$ cat src/rtl/shift_arbiter.sv
// Two-requester arbiter in front of one external combinational barrel shifter.
// Accepts one operation at a time: IDLE -> EXEC -> RESP, with round-robin on conflict.
module shift_arbiter #(
   parameter int W  = 8,
   parameter int SW = 3
) (
   input  logic          clk,
   input  logic          rst,
   input  logic          req0_valid,
   output logic          req0_ready,
   input  logic [W-1:0]  req0_din,
   input  logic [SW-1:0] req0_shamt,
   input  logic          req0_lr,
   input  logic          req0_al,
   input  logic          req1_valid,
   output logic          req1_ready,
   input  logic [W-1:0]  req1_din,
   input  logic [SW-1:0] req1_shamt,
   input  logic          req1_lr,
   input  logic          req1_al,
   output logic          rsp0_valid,
   input  logic          rsp0_ready,
   output logic [W-1:0]  rsp0_dout,
   output logic          rsp1_valid,
   input  logic          rsp1_ready,
   output logic [W-1:0]  rsp1_dout,
   output logic [W-1:0]  sh_din,
   output logic [SW-1:0] sh_shamt,
   output logic          sh_lr,
   output logic          sh_al,
   input  logic [W-1:0]  sh_dout,
   output logic          busy,
   output logic          grant
);

   typedef enum logic [1:0] {
      IDLE = 2'd0,
      EXEC = 2'd1,
      RESP = 2'd2
   } state_t;

   state_t        state_reg, state_next;
   logic          prio_reg, prio_next;
   logic          grant_reg, grant_next;
   logic [W-1:0]  op_din_reg;
   logic [SW-1:0] op_shamt_reg;
   logic          op_lr_reg;
   logic          op_al_reg;
   logic [W-1:0]  result_reg;

   logic          accept;
   logic          win;

   // Per-requester views so the datapath can be indexed by requester number.
   logic [1:0]    req_valid;
   logic [1:0]    req_ready;
   logic [1:0]    rsp_ready;
   logic [1:0]    rsp_valid;
   logic [W-1:0]  req_din   [2];
   logic [SW-1:0] req_shamt [2];
   logic [1:0]    req_lr;
   logic [1:0]    req_al;

   assign req_valid    = {req1_valid, req0_valid};
   assign rsp_ready    = {rsp1_ready, rsp0_ready};
   assign req_din[0]   = req0_din;
   assign req_din[1]   = req1_din;
   assign req_shamt[0] = req0_shamt;
   assign req_shamt[1] = req1_shamt;
   assign req_lr       = {req1_lr, req0_lr};
   assign req_al       = {req1_al, req0_al};

   assign req0_ready = req_ready[0];
   assign req1_ready = req_ready[1];
   assign rsp0_valid = rsp_valid[0];
   assign rsp1_valid = rsp_valid[1];

   // Only a genuine conflict consults the priority pointer.
   always_comb begin
      win = 1'b0;
      if (req_valid == 2'b11) begin
         win = prio_reg;
      end else if (req_valid[1]) begin
         win = 1'b1;
      end
   end

   always_comb begin
      state_next = state_reg;
      prio_next  = prio_reg;
      grant_next = grant_reg;
      accept     = 1'b0;
      case (state_reg)
         IDLE: begin
            if (|req_valid) begin
               accept     = 1'b1;
               grant_next = win;
               state_next = EXEC;
            end
         end
         EXEC: begin
            state_next = RESP;
         end
         RESP: begin
            if (rsp_ready[grant_reg]) begin
               prio_next  = ~grant_reg;
               state_next = IDLE;
            end
         end
         default: begin
            state_next = IDLE;
         end
      endcase
   end

   genvar gi;
   generate
      for (gi = 0; gi < 2; gi++) begin : g_port
         // Reset masks the combinational handshake so no transfer is implied.
         assign req_ready[gi] = accept && (win == 1'(gi)) && !rst;
         assign rsp_valid[gi] = (state_reg == RESP) && (grant_reg == 1'(gi));
      end
   endgenerate

   always_ff @(posedge clk) begin
      if (rst) begin
         state_reg <= IDLE;
         prio_reg  <= 1'b0;
         grant_reg <= 1'b0;
      end else begin
         state_reg <= state_next;
         prio_reg  <= prio_next;
         grant_reg <= grant_next;
      end
   end

   always_ff @(posedge clk) begin
      if (rst) begin
         op_din_reg   <= '0;
         op_shamt_reg <= '0;
         op_lr_reg    <= 1'b0;
         op_al_reg    <= 1'b0;
      end else if (accept) begin
         op_din_reg   <= req_din[win];
         op_shamt_reg <= req_shamt[win];
         op_lr_reg    <= req_lr[win];
         op_al_reg    <= req_al[win];
      end
   end

   always_ff @(posedge clk) begin
      if (rst) begin
         result_reg <= '0;
      end else if (state_reg == EXEC) begin
         result_reg <= sh_dout;
      end
   end

   assign sh_din    = op_din_reg;
   assign sh_shamt  = op_shamt_reg;
   assign sh_lr     = op_lr_reg;
   assign sh_al     = op_al_reg;
   assign rsp0_dout = result_reg;
   assign rsp1_dout = result_reg;
   assign busy      = (state_reg != IDLE);
   assign grant     = grant_reg;

endmodule

$ cat config.mk
export PLATFORM = sky130hd
export DESIGN_NAME = shift_arbiter
export DESIGN_NICKNAME = d
export VERILOG_FILES = /design/src/rtl/shift_arbiter.sv
export SDC_FILE = /design/constraint.sdc
export NUM_CORES = 1
export LEC_CHECK = 0
export ABC_AREA = 1
export BUFFER_PORTS_ARGS = -buffer_cell sky130_fd_sc_hd__buf_2
export CAP_MARGIN = 20
export CORE_MARGIN = 3
export CORE_UTILIZATION = 46
export DETAILED_ROUTE_END_ITERATION = 8
export PLACE_DENSITY = 0.84
export SYNTH_ARGS = -nofsm -noshare
export SYNTH_HDL_FRONTEND = slang
export SYNTH_SLANG_ARGS = --single-unit
$ cat constraint.sdc
create_clock -name clk -period 1.65 [get_ports clk]
set_input_delay 0.33 -clock clk [delete_from_list [all_inputs] [get_ports clk]]
set_output_delay 0.33 -clock clk [all_outputs]
set_load 0.01 [all_outputs]
==> impl_results.md <==
- Status: finished, final reports clean
- MaxCap Viol Count: 0
- Final Slew Violations: 0
- DR iter-0 viols: 38
- Routed len/inst: 9.90 um
- Highest routed layer: met4
- Warnings from Yosys: 0
- Post-Syn Nets: 225
- Fin util: 65.3%
- Clock insertion delay at the later pin of the skew report: 0.31 ns
- Synth top area cells: dfxtp_1 39%, nand2_1 14%, inv_1 9.9%
- Setup violators final: 0
- Worst Path Class, Setup: flip-flop to primary output
- Worst endpoint required time: 1.32 ns
- WL final: 2.82 mm
- Slowest cell delay on critical path: 0.39 ns
- Clock sink count: 25
- DIE AREA: 3490 um^2
- Rel. slew slack: 62.6%
- Worst Path Max Fanout: 5
- Met1 Wirelength: 1.09 mm
- WP buf/inv: 2
- Mapped cell area: 1290 um^2
- Post-synthesis sequential area ratio: 38.6%
- Clk buf depth: 2
- Port Buf Inserts: 74
- Min Clock Period, post-route: 1.56 ns
- Tcrit/Tclk final: 94.8%
- Post-synth top area share: 38.6%
- Final Power: 1.36 mW
- Crit path cell chain: nor2_4 > o21ai_4 > nor2_8 > nand2_2 > inv_1 > buf_2
- Detail Route met3 WL: 252 um
- Vias/cell: 4.49
- TritonCTS Buffers: 3
- Antenna violations before repair: 0
- Placer Congestion: 0.763
- R2R depth: 6
- CTS H-tree depth: 1
- Dpl hpwl: 2.24 mm
- Number of flops mapped to enable cells by yosys: 0
- LEAKAGE: 1.03 nW
- CP Capture Type: primary output
- Total track usage: 16.7%
- Num rows: 18
- Post-synthesis instance total: 185
- Initial Util: 50.4%
- Area leader, netlist: dfxtp_1
- Hold Vio Cnt, Final: 0
- Hold endpoint: rsp0_dout[7]
- Worst R2R Setup Slack: 0.47 ns
- Fin nets: 296
- Yosys cell types: 17
- Grt ovf: 0
- Crit-path leading delay family: flip-flops
- Synth cell count leaders: 49 x nand2_1, 34 x inv_1, 25 x dfxtp_1
- Layout area overhead: 29.5%
- Avg Cell Area, Syn: 7.00 um^2
- Drt drc: 0
- Most frequent cell after synthesis: nand2_1
- Boundary Pins: 75
- Hold WC Path Type: primary input to flip-flop
- Peak VDD IR: 0.472 mV
- Crit path launch type: flip-flop
- Top_reg_cell synth: dfxtp_1
- FFs w/ async S/R, synth: 0%
- Final antenna-violating net count: 0
- RSZ-0062 raised after global routing: no
- # hold bufs at CTS: 0
- Setup TNS: 0 ns
- Critical R2R Capture: sh_din[3]
- Clock slew at reported path FFs: 0.13 ns
- CTS root buffer: clkbuf_4
- DIE WIDTH: 59.1 um
- Largest net degree at the start of global routing: 23
- # diodes: 0
- Vias in the first global route: 1157
- CTS tree: built
- Power Density: 808 nW/um^2
- Via count: 1280
- First-pass GRT wire length: 4.56 mm
- Met2 wire len: 1.45 mm
- Seq cells post-synth: 25
- Worst Max-Slew Pin Slew: 0.561 ns
- Reg2reg start: prio_reg
- HP Start: sh_dout[7]
- Layout filler cell count: 253
- WP data arrival: 1.23 ns
- Die Y: 59.1 um
- Share of post-route cells with drive strength above 1: 38.8%
- Core Region: 2570 um^2
- Worst path slowest cell: dfxtp_4
- 1st-pass router iterations: 4
- Hold Crit Depth: 3
- Fmax: 639 MHz
- Clk_skew: 0.0109 ns
[cells in the final DEF, fill, tap and decap left out, types with 2 or more instances in the layout]
master	count
nor2_4	2
buf_4	6
nand3_1	24
buf_2	74
o21ai_0	8
inv_1	34
a21oi_1	2
dfxtp_2	2
nand2_1	48
nand3_2	5
clkbuf_4	3
dfxtp_1	22
nor2_1	18
[final cells by class]
type                            count  area, um^2  share of cell area [%]
Timing Repair Buffer               80         415                    24.8
Tap cell                           30        37.5                    2.24
Inverter                           34         128                    7.61
Clock inverter                      1        5.00                   0.299
Clock buffer                        3        22.5                    1.34
Multi-Input combinational cell    112         562                    33.5
Sequential cell                    25         507                    30.2
[power by group]
| group | total (mW) | internal, mW | switching [mW] |
|---|---|---|---|
| combinational | 0.387 | 0.169 | 0.218 |
| sequential | 0.706 | 0.668 | 0.0381 |
| clock | 0.263 | 0.0906 | 0.173 |
[layer usage]
metal	vias to the layer above	GRT usage [%]
li1	692	-
met1	534	18.4
met2	50	31.4
met3	4	3.92
met4	0	4.85
met5	-	0
[worst max path at each step]
stage | start | endpoint | slack (ns) | cells past startpoint
3_5_place_dp | req1_valid | req1_ready | 0.32 | 6
4_1_cts | state_reg[1] | rsp1_valid | 0.03 | 5
3_3_place_gp | req1_valid | req1_ready | 0.32 | 6
2_1_floorplan | state_reg[0] | req0_ready | 0.35 | 4
5_1_grt | state_reg[0] | req1_ready | 0.007 | 6
6_report | state_reg[0] | req1_ready | 0.09 | 6
[metrics by stage]
stage / hold slack, ns / worst slack [ns] / instances / area, um^2
2_1_floorplan: 0.399 / 0.349 / 185 / 1290
3_3_place_gp: 0.460 / 0.320 / 278 / 1610
3_5_place_dp: 0.459 / 0.317 / 278 / 1610
4_1_cts: 0.256 / 0.0349 / 282 / 1630
5_1_grt: 0.262 / 0.00725 / 285 / 1680
6_report: 0.261 / 0.0853 / 285 / 1680
[what timing repair did]
action                                  in CTS  in global routing
gates resized for setup                      0                  8
endpoints found under the setup margin       0                  4
buffers inserted                             0                  3
[worst register-to-register path, stage by stage, from the launching register on]
cell and delay (ns):
dfxtp_2 0.34, inv_1 0.11, nand2_1 0.06, nand2_1 0.31, nand2_1 0.12, nand3_2 0.09
nand2_1 0.04
[logic make-up after synthesis]
family                 share of synthesized area (%)
AOI/OAI and AO/OA                               6.57
buffers and inverters                           19.1
and+or+nand+nor                                 35.7
DFF                                             38.6
(Power assumes the default switching activity.)
